### src/rtl/pipe_pkg.sv
// rtl/pipe_pkg.sv - shared state encoding and count helper for pipe_stage_rg
package pipe_pkg;

  localparam int CNT_W = 2;

  typedef enum logic [1:0] {
    EMPTY = 2'd0,
    ONE   = 2'd1,
    TWO   = 2'd2
  } pipe_state_t;

  // Occupancy reported downstream for each state.
  function automatic logic [CNT_W-1:0] state_count(input pipe_state_t s);
    case (s)
      EMPTY:   return 2'd0;
      ONE:     return 2'd1;
      TWO:     return 2'd2;
      default: return 2'd0;
    endcase
  endfunction

endpackage

### src/rtl/pipe_stage_rg.sv
// rtl/pipe_stage_rg.sv - parametrised valid/ready pipeline stage register with optional skid buffer
module pipe_stage_rg
  import pipe_pkg::*;
#(
  parameter int                DATA_W  = 32,
  parameter int                SKID    = 1,
  parameter logic [DATA_W-1:0] RST_VAL = '0
) (
  input  logic              clk,
  input  logic              rst_n,
  input  logic              flush,
  input  logic              in_valid,
  output logic              in_ready,
  input  logic [DATA_W-1:0] in_data,
  output logic              out_valid,
  input  logic              out_ready,
  output logic [DATA_W-1:0] out_data,
  output logic [CNT_W-1:0]  count
);

  pipe_state_t       state_q, state_d;
  logic [DATA_W-1:0] main_q, main_d;
  logic [DATA_W-1:0] skid_q, skid_d;
  logic              in_ready_q, in_ready_d;
  logic              in_fire;
  logic              out_fire;

  // With a skid buffer upstream ready comes straight from a flop; without
  // one it is derived so a held entry can be replaced in the same cycle.
  assign out_valid = (state_q != EMPTY);
  assign in_ready  = (SKID != 0) ? in_ready_q : (!out_valid || out_ready);
  assign in_fire   = in_valid && in_ready;
  assign out_fire  = out_valid && out_ready;
  assign out_data  = main_q;
  assign count     = state_count(state_q);

  // Next-state and payload routing; flush wins over any handshake. In the
  // single-register build TWO is unreachable because in_ready is low in ONE
  // whenever the downstream side is stalled.
  always_comb begin
    state_d = state_q;
    main_d  = main_q;
    skid_d  = skid_q;
    if (flush) begin
      state_d = EMPTY;
    end else begin
      case (state_q)
        EMPTY: begin
          if (in_fire) begin
            state_d = ONE;
            main_d  = in_data;
          end
        end
        ONE: begin
          if (in_fire && out_fire) begin
            main_d = in_data;
          end else if (in_fire) begin
            state_d = TWO;
            skid_d  = in_data;
          end else if (out_fire) begin
            state_d = EMPTY;
          end
        end
        TWO: begin
          if (out_fire) begin
            state_d = ONE;
            main_d  = skid_q;
          end
        end
        default: state_d = EMPTY;
      endcase
    end
    in_ready_d = (state_d != TWO);
  end

  // State, payload and registered ready; reset discards every held entry.
  always_ff @(posedge clk or negedge rst_n) begin
    if (!rst_n) begin
      state_q    <= EMPTY;
      main_q     <= RST_VAL;
      skid_q     <= RST_VAL;
      in_ready_q <= 1'b1;
    end else begin
      state_q    <= state_d;
      main_q     <= main_d;
      skid_q     <= skid_d;
      in_ready_q <= in_ready_d;
    end
  end

endmodule

### config.mk
export PLATFORM = sky130hd
export DESIGN_NAME = pipe_stage_rg
export DESIGN_NICKNAME = d
export VERILOG_FILES = /design/src/rtl/pipe_pkg.sv /design/src/rtl/pipe_stage_rg.sv
export SDC_FILE = /design/constraint.sdc
export NUM_CORES = 1
export LEC_CHECK = 0
export CAP_MARGIN = 5
export CORE_UTILIZATION = 49
export CTS_BUF_LIST = sky130_fd_sc_hd__clkbuf_4 sky130_fd_sc_hd__clkbuf_8 sky130_fd_sc_hd__clkbuf_16
export DETAILED_ROUTE_END_ITERATION = 6
export PLACE_DENSITY_LB_ADDON = 0.25
export SLEW_MARGIN = 20
export SYNTH_ARGS = -nofsm -noshare
export SYNTH_HDL_FRONTEND = slang
export SYNTH_SLANG_ARGS = --single-unit
### constraint.sdc
create_clock -name clk -period 1.87 [get_ports clk]
set_input_delay 0.187 -clock clk [delete_from_list [all_inputs] [get_ports clk]]
set_output_delay 0.187 -clock clk [all_outputs]
set_load 0.005 [all_outputs]
[After elaboration in Yosys (flattened, before gate mapping)]
Cells that the tools add are included.
Word-level totals
  bits in registers: 67
  bits of input ports: 37
  logic and storage cells: 32
Cells by class
  eq/ne operators: 6
  mux-type cells: 12
  bitwise gates (word level): 2
  reductions and logical operators: 8
Operators by type and width (number)
  32-bit two-way mux: 3
  32-bit case mux with 3 select lines: 1
  2-bit two-way mux: 6
  2-bit != test, second input constant: 4
  2-bit case mux with 3 select lines: 1
  5-bit AND reduction: 1
  2-bit case mux with 2 select lines: 1
  4-bit AND reduction: 1
  1-bit logical AND: 3
  3-bit nonzero test: 1
  2-bit by 1-bit equality test with 1-bit output, second input constant: 1
  2-bit equality test, second input constant: 1
  2-bit zero test: 1
  1-bit NOT: 2
  2-bit nonzero test: 1

[Depth between registers and ports, before layout]
Gate-level depths: netlist of the first run.
  word-level depth: 8
  depth in mapped cells: 6
  mapped depth without buffers: 4

[Worst setup path after synthesis of the first run]
No wires, ideal clock.
  path type: reg-to-reg
  from: reg in_ready_q, in the netlist in_ready
  to: reg skid_q[10]
  setup time: 125 ps
  data arrival time: 1565 ps
  required time: 1745 ps
  slack: 179 ps
  cell stages (with the launch flop): 6
  period minus slack after synthesis: 1691 ps
  cell sequence: dfstp_2 > nand3b_4 > or3b_1 > buf_6 > buf_6 > mux2_4
On the way
  word-level cells in the longest chain between the ends: 4
RTL lines
  start: declaration: RTL line pipe_stage_rg.sv:24  | logic in_ready_q, in_ready_d;
  start signal: assignment: RTL line pipe_stage_rg.sv:87  | in_ready_q <= in_ready_d;
  1-bit logical AND *: RTL line pipe_stage_rg.sv:32  | assign in_fire = in_valid && in_ready;
  1-bit logical AND: RTL line pipe_stage_rg.sv:55  | if (in_fire && out_fire) begin
  1-bit NOT (no line)
  4-bit AND reduction (no line) *
  end signal: assignment: RTL line pipe_stage_rg.sv:86  | skid_q <= skid_d;
  end: declaration: RTL line pipe_stage_rg.sv:23  | logic [DATA_W-1:0] skid_q, skid_d;
Mark *: on every way between the ends. The rest lies on a longest branch, timed or not.
A chain may end at the register's enable or synchronous reset.

[Final worst setup path of the first run]
  from: reg state_q[1]
  to: out out_valid
On the way
  word-level cells in the longest chain between the ends: 1
RTL lines
  start: declaration: RTL line pipe_stage_rg.sv:21  | pipe_state_t state_q, state_d;
  start signal: assignment: RTL line pipe_stage_rg.sv:84  | state_q <= state_d;
  2-bit nonzero test: RTL line pipe_stage_rg.sv:30  | assign out_valid = (state_q != EMPTY);
  end: declaration: RTL line pipe_stage_rg.sv:15  | output logic out_valid,
Every way passes these cells.

==> reports/metrics.cfg, run 1 <==
[clocking]
clk_pin_slew_ns=0.07
cts_root_buf=clkbuf_8
cts_tree=built
clockBufferDepth=2
cts_max_level=3
cts_buffers=9
clkLatencyLatePin_ns=0.34
cts_sinks=67
cts-resized-gates=0

[finish]
final_common_cell=clkdlybuf4s50_1
seq_area_um2=1678
multi_input_area_um2=1157
layout_common_cells=71 x clkdlybuf4s50_1, 66 x dfrtp_1, 65 x nand2_1, 33 x nor2_1, 32 x a31oi_1
drive_above_1_share_pct=19.53
antenna_cells=0
syn2layout_area_growth_pct=36.03
fillers=426
nNetsFinal=375
fin_area_um2=3996

[critical_path]
arrival_ns=1.59
cp_slowest_cell=clkdlybuf4s50_1
path_buf_inv=2
crit_fanout=5
critPathKind=reg2out
crit_family=buffers and inverters
cpPeakStageDelay_ns=0.45
path_cells=buf_4, or2_2, clkdlybuf4s50_1
cp-start-kind=flip-flop
endpoint_kind=output port
critPathRequiredTime_ns=1.68

[sta]
hold_viol=0
rsz0062_at_grt=false
slew_headroom_pct=68.49
min_period_over_period_pct=95.22
report.final.slew_viol_count=0
layout_setup_ws_ns=0.08934
tightest_slew_ns=0.4727
hold_ws_ns=0.3333
finalSetupViolations=0
fin_crit_ns=1.781
fmax_mhz=561.6
fin_skew_ns=0.009403

[yosys]
yosysSeqAreaShare_pct=57.11
netlist.area_leader.share_pct=56.22
syn-num-nets=296
synth_area_leaders=dfrtp_1 56%, mux2_4 15%, nand2_1 8.3%, a31oi_1 6.8%, nor2_1 4.2%
yosysWarnings=0
netlist_area_um2=2938
netlist.top_cell.by_area=dfrtp_1
ys_ff_latch=67
avgSynthCellArea_um2=11.34
syn_inst=259
ys_types=23

[floorplanning]
die-width_um=79.43
initial_utilization_pct=52.07
rows=27
ios=73
die_area_um2=6309
die_y_um=79.43
core_area_um2=5642

[place]
gp_congestion=0.7473
portBuffers=72
preCtsSetupSlack_ns=-0.08031
dp_hpwl_mm=4.073
place_area_um2=3789

[routing]
route.detailed.drc=0
wire_per_inst_um=14.99
ant_nets=0
routed_wl_mm=6.221
dr.pass1.iters=4
vias_per_cell=5.176
drt_iter0_markers=145
dr_total_vias=2148

[global_route]
first_global_vias=2137
grt_max_degree=50
grt-ovfl-total=0
grt_pass1_wl_mm=10.36
grt_use_total_pct=21.80
antenna_found_initial=0

[power]
p_leak_nw=1.841
ir_drop_mv=0.6393
cellPowerDensity_nw_per_um2=1056

[job]
max_cap_violations=0

[outcome]
status=finished clean

[min_path]
hp-class=in2async

[synthesized netlist by cell type]
cell type / instances
nand4bb_1: 1
buf_2: 1
xor2_1: 1
o31ai_4: 1
dfstp_2: 1
nor2_1: 33
mux2_4: 29
mux2_2: 3
inv_1: 1
nand3b_4: 1
clkinv_1: 1
dfrtp_1: 66
nor2b_4: 1
or2_2: 1
o31a_1: 1
nor2b_1: 1
clkbuf_1: 12
or3b_1: 1
nand2b_1: 1
a31oi_1: 32
a2bb2oi_1: 1
nand2_1: 65
buf_6: 4
[through the flow]
step	total power, mW	setup TNS, ns	cells	utilization, %
after floorplan	2.514	0	259	-
after global placement	3.005	-1.871	398	67.15
after detailed placement	3.054	-2.229	398	67.15
after CTS	4.253	0	415	70.84
after global routing	4.442	0	415	70.84
final	4.218	0	415	70.84
[kinds of logic after synthesis]
group	after synthesis	share of synthesized area [%]
buffers and inverters	19	3.492
muxes	32	15.97
AOI/OAI and AO/OA	35	8.135
and+or+nand+nor	105	14.99
xor gates and xnor gates	1	0.2982
DFF	67	57.11
[worst reg2reg max path, cell delays in order (launching register included)]
cell	delay, ns
dfstp_2	0.56
nand3b_4	0.07
or3b_2	0.47
buf_12	0.21
mux2_4	0.34
[final timing paths]
| kind | start | end | slack [ns] | depth (start not counted) |
|---|---|---|---|---|
| max | state_q[1] | out_valid | 0.09 | 3 |
| min | rst_n | out_data[2] | 0.33 | 2 |
| max reg2reg | in_ready | skid_q[14] | 0.11 | 4 |
| min reg2reg | skid_q[1] | skid_q[1] | 0.51 | 1 |
| max in group asynchronous | rst_n | out_data[27] | 0.93 | 3 |
| min in group clk | in_data[15] | out_data[15] | 0.44 | 3 |
[layout make-up]
cell class,instances,area share (%)
Tap cell,72,2.254
Clock buffer,11,3.632
Multi-Input combinational cell,173,28.96
Sequential cell,67,41.99
Timing Repair Buffer,85,21.67
Clock inverter,5,1.315
Inverter,2,0.1879
[layer usage]
metal,up-vias,global-route usage (%),part of all wire (%)
met3,9,5.486,5.1
met1,1037,29.07,46
met4,0,8.727,1.5
met5,-,0,0
met2,70,34.02,47
li1,1032,-,-
[flip-flops by register name, indices dropped and copies added, names as in the netlist]
register	flops
skid_q	32
out_data	32
in_ready	1
state_q	2
[timing repair]
action	CTS	global route
hold buffers	1	0
endpoints found under the hold margin	17	0
setup buffers	0	0
[where the power goes]
group	internal (mW)	switching, mW	leakage (nW)
combinational	0.698	0.311	0.955
sequential	1.81	0.211	0.784
clock	0.660	0.530	0.103
total	3.17	1.05	1.84
Power figures use the tool's default switching activity.
==> run 2, diff against run 1 <==
Settings changed: GPL_TIMING_DRIVEN set to 0.
==> run 2 against run 1 <==
Against the previous run:
- sequential share of layout area fell by 0.24 points
- die area did not move
- sequential cell count did not move
- power fell by 0.54%
- routed wire length rose by 4.1%
- register-to-register slack got worse by 0.02 ns
- combinational power barely moved
- critical path type is now reg2reg
- clock skew fell by 0.0039 ns
- worst hold slack improved by 0.014 ns
==> reports/metrics.cfg, run 2 (synthesis gave the netlist of run 1 again) <==
[power]
internal-power_mw=3.111  ; -1.8%
netSwitchingPower_mw=1.085  ; +3.1%
clkPwrFrac_pct=27.8  ; -0.4 points
cellPowerDensity_nw_per_um2=1044  ; -1.1%
seqPwrFrac_pct=47.8  ; about the same
p_leak_nw=1.856  ; +0.77%
ir_drop_mv=0.5308  ; -17%
p_sw_share_pct=25.85  ; +0.92 points
p_comb_share_pct=24.4  ; +0.5 points

[finish]
antenna_cells=0  ; unchanged
drive_above_1_share_pct=20.00  ; +0.47 points
layout_common_cells=70 x clkdlybuf4s50_1, 66 x dfrtp_1, 65 x nand2_1, 33 x nor2_1, 32 x a31oi_1
final_common_cell=clkdlybuf4s50_1
nNetsFinal=382  ; +1.9%
syn2layout_area_growth_pct=36.80
instances_no_fill=422  ; +1.7%
fillers=418  ; -1.9%
fin_area_um2=4019  ; +0.56%

[routing]
routed_wl_mm=6.473  ; +4.1%
dr_total_vias=2200  ; +2.4%
dr.pass1.iters=4  ; unchanged
wire_per_inst_um=15.34  ; +2.3%
drt_iter0_markers=74  ; -49%
route.detailed.drc=0  ; unchanged
vias_per_cell=5.213  ; +0.72%
ant_nets=0  ; unchanged

[place]
dp.cells=404  ; +1.5%
gp_congestion=0.7142  ; -4.4%
place_area_um2=3766  ; -0.59%
portBuffers=72  ; unchanged
dp_hpwl_mm=4.407  ; +8.2%

[clocking]
cts_root_buf=clkbuf_8
cts_sinks=67  ; unchanged
clk_pin_slew_ns=0.07  ; about the same
clkLatencyLatePin_ns=0.33  ; about the same
cts_buffers=9  ; unchanged
clockBufferDepth=2  ; unchanged
cts_max_level=3  ; unchanged
cts_tree=built

[sta]
hold_viol=0  ; unchanged
fin_crit_ns=1.783  ; +0.001890 ns
rsz0062_at_grt=false
min_period_over_period_pct=95.32  ; +0.10 points
fmax_mhz=561.0  ; -0.11%
report.final.slew_viol_count=0  ; unchanged
slew_headroom_pct=65.10  ; -3.4 points
setup_tns_ns=0  ; unchanged
finalSetupViolations=0  ; unchanged
fin_skew_ns=0.005528  ; -0.003876 ns
tightest_slew_ns=0.5235  ; +0.05078 ns

[critical_path]
arrival_ns=2.00  ; +0.41 ns
critPathRequiredTime_ns=2.09  ; +0.41 ns
critPathKind=reg2reg
cp-start-kind=flip-flop
endpoint_kind=flip-flop
crit_fanout=10  ; +5

[job]
max_cap_violations=0  ; unchanged

[global_route]
grt_use_total_pct=22.78  ; +0.99 points
grt_pass1_wl_mm=10.72  ; +3.5%
grt-ovfl-total=0  ; unchanged
grt_max_degree=36  ; -28%
first_global_vias=2244  ; +5.0%
antenna_found_initial=0  ; unchanged

[min_path]
hp-class=in2async

[floorplanning]
initial_utilization_pct=52.07  ; unchanged
core_area_um2=5642  ; unchanged
die_area_um2=6309  ; unchanged
die_y_um=79.43  ; unchanged
rows=27  ; unchanged
ios=73  ; unchanged
die-width_um=79.43  ; unchanged

[outcome]
status=finished clean

==> run 2: layer usage <==
layer  vias up  wire, um  part of all wire, %  track usage [%]
met5         -         0                    0                0
met3        11       311                  4.8            5.486
met1      1087      2790                   43            28.47
li1       1046         -                    -                -
met4         0       126                  1.9            10.73
met2        56      3245                   50            37.09
==> run 2: through the flow <==
| stage | total power, mW | hold slack, ns | setup WS, ns | utilization, % |
|---|---|---|---|---|
| floorplan | 2.514 | -0.1086 | 0.1795 | - |
| global placement | 2.991 | 0.4894 | -1.540 | 66.44 |
| detailed placement | 3.042 | 0.1592 | -0.2863 | 66.76 |
| CTS | 4.214 | 0.3439 | 0.01370 | 70.95 |
| global route | 4.399 | 0.3842 | 0.03884 | 71.24 |
| finish | 4.195 | 0.3473 | 0.08745 | 71.24 |
==> run 2: power groups by stage <==
stage | combinational (mW) | sequential (mW) | clock (mW)
after global routing | 1.11 | 2.05 | 1.24
after global placement | 0.980 | 2.01 | 0
after CTS | 1.03 | 2.00 | 1.18
after detailed placement | 1.02 | 2.03 | 0
after floorplan | 0.514 | 2.00 | 0
final | 1.02 | 2.01 | 1.17
==> run 2: timing repair <==
action / 4_1_cts / 5_1_grt
gates resized for setup: 13 / 2
setup buffers: 0 / 2
cloned: 0 / 0
endpoints found under the hold margin: 32 / 0
setup endpoints to repair: 18 / 17
hold buffers: 1 / 0
pin swaps: 0 / 1
==> run 2: worst max-delay path: stages (launching register included) <==
cell      delay (ns)
dfrtp_1         0.46
nand3b_4        0.20
or3b_1          0.38
buf_6           0.15
buf_6           0.16
mux2_4          0.30
==> run 2: area by class of cell <==
cell class / count / area, um^2 / area share (%)
buffer: 16 / 118.9 / 2.958
clock buffer: 9 / 123.9 / 3.082
clock inverter: 7 / 68.82 / 1.712
inverter: 2 / 12.51 / 0.3113
multi-input combinational: 173 / 1165 / 28.99
sequential: 67 / 1678 / 41.75
tap: 72 / 90.09 / 2.242
timing repair buffer: 76 / 762.0 / 18.96
==> run 2: final timing paths <==
check / start / endpoint / slack, ns / depth (start not counted)
worst max-delay path: state_q[1] / skid_q[11] / 0.09 / 5
worst min-delay path: rst_n / out_data[7] / 0.35 / 2
worst max register to register: state_q[1] / skid_q[11] / 0.09 / 5
worst min register to register: skid_q[10] / skid_q[10] / 0.51 / 1
max in group asynchronous: rst_n / in_ready / 0.94 / 3
min in group clk: in_data[15] / out_data[15] / 0.44 / 3
==> run 3, diff against run 2 <==
Settings changed: SLEW_MARGIN 20 to unset.
==> run 3 against run 2 <==
Against the previous run:
- combinational power about the same
- clock-buffer cell count rose by 3
- routed wire length increased by 1.9%
- sequential cell count unchanged
- fmax is 0.15% lower
- clock skew rose by 0.00051 ns
- cell count is the same
- worst hold slack gained 0.083 ns
- critical path type unchanged
==> reports/metrics.cfg, run 3 (synthesis gave the netlist of run 1 again) <==
[finish]
drive_above_1_share_pct=20.00  ; unchanged
fin_area_um2=4045  ; +0.65%
layout_common_cells=70 x clkdlybuf4s50_1, 66 x dfrtp_1, 65 x nand2_1, 33 x nor2_1, 32 x a31oi_1
final_common_cell=clkdlybuf4s50_1
nNetsFinal=382  ; unchanged
syn2layout_area_growth_pct=37.69
antenna_cells=0  ; unchanged

[clocking]
cts_buffers=9  ; unchanged
cts_max_level=3  ; unchanged
clockBufferDepth=2  ; unchanged
cts_root_buf=clkbuf_8
cts_tree=built
clkLatencyLatePin_ns=0.34  ; about the same
clk_pin_slew_ns=0.07  ; about the same
cts_sinks=67  ; unchanged

[critical_path]
r2r_end=skid_q[12]
endpoint_kind=flip-flop
r2r-start=state_q[1]
crit_family=simple AND/OR/NAND/NOR gates
cpPeakStageDelay_ns=0.46  ; about the same
crit_start=state_q[1]
cp-start-kind=flip-flop
reg2reg_depth=5  ; unchanged
cp.depth=5  ; unchanged
critPathRequiredTime_ns=2.09  ; about the same
critPathKind=reg2reg
path_cells=nand3b_4, or3b_1, buf_6, buf_6, mux2_4
crit_fanout=10  ; unchanged
cp-endpoint=skid_q[12]
rrSetupSlack_ns=0.08  ; about the same
arrival_ns=2.00  ; about the same
path_common_cell=buf_6
path_buf_inv=2  ; unchanged
cp_slowest_cell=dfrtp_1

[routing]
drt_iter0_markers=84  ; +14%
dr.pass1.iters=4  ; unchanged
top_layer=met4
dr_total_vias=2243  ; +2.0%
routed_wl_mm=6.598  ; +1.9%
ant_nets=0  ; unchanged
wire_per_inst_um=15.64  ; +1.9%
met1_length_mm=2.794  ; +0.14%
dr_wl_met2_mm=3.309  ; +2.0%
route.detailed.drc=0  ; unchanged
route.met3.wl_um=354  ; +14%
vias_per_cell=5.315  ; +2.0%

[sta]
fin_skew_ns=0.006034  ; +0.0005057 ns
tightest_slew_ns=0.8295  ; +0.3060 ns
fmax_mhz=560.1  ; -0.15%
rsz0062_at_grt=false
slew_headroom_pct=44.70  ; -20 points
layout_setup_ws_ns=0.08472  ; -0.002725 ns
finalSetupViolations=0  ; unchanged
report.final.slew_viol_count=0  ; unchanged
min_period_over_period_pct=95.47  ; +0.15 points
fin_crit_ns=1.785  ; +0.002725 ns
hold_viol=0  ; unchanged

[power]
p_leak_nw=1.872  ; +0.91%
cellPowerDensity_nw_per_um2=1091  ; +4.5%
ir_drop_mv=0.5886  ; +11%

[job]
max_cap_violations=0  ; unchanged

[place]
place_area_um2=3746  ; -0.53%
preCtsSetupSlack_ns=-0.2732  ; +0.01308 ns
gp_congestion=0.7142  ; unchanged
portBuffers=72  ; unchanged
dp_hpwl_mm=4.314  ; -2.1%

[floorplanning]
initial_utilization_pct=52.07  ; unchanged
die-width_um=79.43  ; unchanged
rows=27  ; unchanged
die_area_um2=6309  ; unchanged
core_area_um2=5642  ; unchanged
die_y_um=79.43  ; unchanged
ios=73  ; unchanged

[global_route]
grt_max_degree=68  ; +89%
grt_use_total_pct=23.20  ; +0.42 points
first_global_vias=2344  ; +4.5%
grt_pass1_wl_mm=10.96  ; +2.2%
antenna_found_initial=0  ; unchanged
grt-ovfl-total=0  ; unchanged

[outcome]
status=finished clean

[min_path]
min_delay_path_depth=3
hp-class=in2reg

[run 3: cell count changes in the layout (fill, tap and decap cells not counted)]
cell,before,now
clkbuf_4,0,1
clkinv_2,3,1
buf_4,3,4
buf_12,1,0
clkbuf_8,9,11
bufinv_16,1,2
clkinvlp_4,2,1
clkinv_4,2,1
[run 3: where the power goes]
| part | internal, mW | switching (mW) |
|---|---|---|
| combinational | 0.692 | 0.329 |
| clock | 0.837 | 0.547 |
| sequential | 1.81 | 0.201 |
| total | 3.34 | 1.08 |
[run 3: metal layers]
layer  vias to the layer above  GRT usage [%]
met5                         -              0
met4                         0          10.00
met3                        13          6.857
met1                      1118          27.47
li1                       1049              -
met2                        63          38.97
[run 3: area by class of cell]
cell class / count / area (um^2)
clock buffers: 12 / 158.9
multi-input cells: 173 / 1165
repair buffers: 76 / 749.5
flip-flops and latches: 67 / 1678
inverters: 2 / 12.51
plain buffers: 16 / 118.9
well taps: 72 / 90.09
fillers: 411 / 1597
clock inverters: 4 / 72.57
[run 3: worst min path at each step]
stage / slack [ns] / from / end
finish: 0.43 / in_data[15] / out_data[15]
global route: 0.44 / in_data[20] / out_data[20]
CTS: 0.42 / in_data[31] / out_data[31]
detailed placement: 0.34 / rst_n / out_data[2]
global placement: 0.49 / skid_q[31] / skid_q[31]
floorplan: -0.11 / rst_n / out_data[0]
[run 3: what timing repair did]
item                                   in CTS  in global routing
hold buffers                                1                  0
endpoints found under the hold margin      66                  0
gates resized for setup                    12                  4
pin swaps                                   0                  1
setup endpoints to repair                   6                 22
buffers inserted                            0                  3
[run 3: worst min-delay path, delay by kind of cell]
kind,cells,cell delay (ns)
buffers and inverters,1,0.42
AOI/OAI and AO/OA,1,0.07
and+or+nand+nor,1,0.06
[run 3: per-stage QoR]
step | util (%) | instances | total power [mW] | hold slack [ns] | TNS (ns)
2_1_floorplan | - | 259 | 2.514 | -0.1086 | 0
4_1_cts | 71.26 | 419 | 4.432 | 0.4241 | 0
6_report | 71.70 | 422 | 4.412 | 0.4299 | 0
5_1_grt | 71.70 | 422 | 4.619 | 0.4406 | 0
3_3_place_gp | 66.44 | 403 | 2.991 | 0.4894 | -109.39
3_5_place_dp | 66.40 | 403 | 3.036 | 0.3389 | -8.487
==> patch: new RTL, settings of run 2 <==
The 3 states of `pipe_state_t` get a one-hot encoding in 3 bits.
--- a/src/rtl/pipe_pkg.sv
+++ b/src/rtl/pipe_pkg.sv
@@ -3,10 +3,10 @@
 
   localparam int CNT_W = 2;
 
-  typedef enum logic [1:0] {
-    EMPTY = 2'd0,
-    ONE   = 2'd1,
-    TWO   = 2'd2
+  typedef enum logic [2:0] {
+    EMPTY = 3'b001,
+    ONE   = 3'b010,
+    TWO   = 3'b100
   } pipe_state_t;
 
   // Occupancy reported downstream for each state.
Behaviour: no difference found for any inputs over 4 cycles, from zero or initial values and one cycle with rst_n low; so few cycles prove little.
==> patch against run 2 <==
- the flow now finishes with violations (negative setup slack)
- sequential power decreased by 7%
- core utilization increased by 0.85 points
- routed wire length decreased by 3.8%
- total power decreased by 3.1%
- synthesized area increased by 7.2%
- first-iteration DRC count decreased by 14%
- setup slack got worse by 0.35 ns
- die area increased by 7.1%
- sequential cell count increased by 1
- final area increased by 8.7%
- synthesized cell count decreased by 24%
- largest cell class unchanged
==> patch: results <==
group,metric,value,unit
routing,first_iter_violations,64,
cells_and_area,drive_gt1_share,48.3,%
placement,place_hpwl,3990,um
routing,vias_per_cell,5.13,
synthesis,ys_seq_area_share,54.1,%
worst_setup_path,worstRegToRegCells,6,
cells_and_area,fin_nets,330,
run_status,violations,"negative setup slack",
run_status,status,"finished with violations",
global_route,grt_pass1_vias,2052,
synthesis,synth_fp_nets,234,
routing,routed_wl,6230,um
sta,worst_slack,-0.261,ns
sta,setup_viol,33,
sta,skew,0.00553,ns
global_route,track_usage,20.9,%
synthesis,synth_common_cells,"66 x dfrtp_1, 66 x mux2_2, 30 x mux2_4",
cts,post_cts_resized,19,
global_route,grt_max_degree,38,
worst_setup_path,crit_arrival,2.35,ns
worst_setup_path,crit_path_end,"out_data[17]$_DFFE_PN0P_",
synthesis,synth.area.top_cells,"dfrtp_1 52%, mux2_2 24%, mux2_4 14%, buf_12 1.9%, dfstp_2 1.7%",
global_route,grt_pass1_wl,10100,um
sta,fin_hold_ws,0.326,ns
synthesis,ys_types,29,
patch: where the power goes:
| part | total [mW] | switching (mW) | leakage (nW) | internal (mW) |
|---|---|---|---|---|
| combinational | 1.02 | 0.268 | 1.10 | 0.751 |
| clock | 1.18 | 0.543 | 0.0999 | 0.639 |
| sequential | 1.86 | 0.139 | 0.861 | 1.73 |
patch: cells by family (layout without fill, tap and decap cells):
kind of cell              after synthesis  in the layout  synth area share, %
DFF                                    68             68                 54.1
buffers and inverters                  11            112                 3.10
xor gates and xnor gates                1              1                0.278
muxes                                  96             96                 37.9
AOI/OAI and AO/OA                       5              5                0.953
and+or+nand+nor                        16             16                 3.69
patch: critical path, stage by stage, from the launching register on:
cell and delay [ns]:
dfstp_2 0.58, and4b_1 0.25, nor3_2 0.07, or4b_4 0.51
buf_12 0.18, buf_12 0.14, mux2_4 0.29
patch: stage by stage:
stage	power [mW]	setup slack, ns	setup TNS (ns)	std cells
floorplan	2.31	-0.156	-4.69	197
global placement	2.83	-1.77	-137.25	344
detailed placement	2.86	-0.468	-19.47	345
CTS	4.11	-0.235	-7.07	372
global route	4.27	-0.323	-13.07	373
finish	4.07	-0.261	-8.00	373
patch: area by class of cell:
| cell class | instances | area, um2 |
|---|---|---|
| clock inverters | 5 | 52.6 |
| flip-flops and latches | 68 | 1700 |
| plain buffers | 10 | 119 |
| well taps | 75 | 93.8 |
| clock buffers | 11 | 139 |
| fillers | 407 | 1690 |
| multi-input cells | 118 | 1370 |
| inverters | 1 | 3.75 |
| repair buffers | 85 | 888 |
patch: per-layer routing:
metal	track usage, %	wire, um	vias to the layer above
met4	9.65	101	0
met3	5.38	273	10
met2	33.0	2940	53
met1	26.9	2910	948
li1	-	-	903
met5	0	0	-
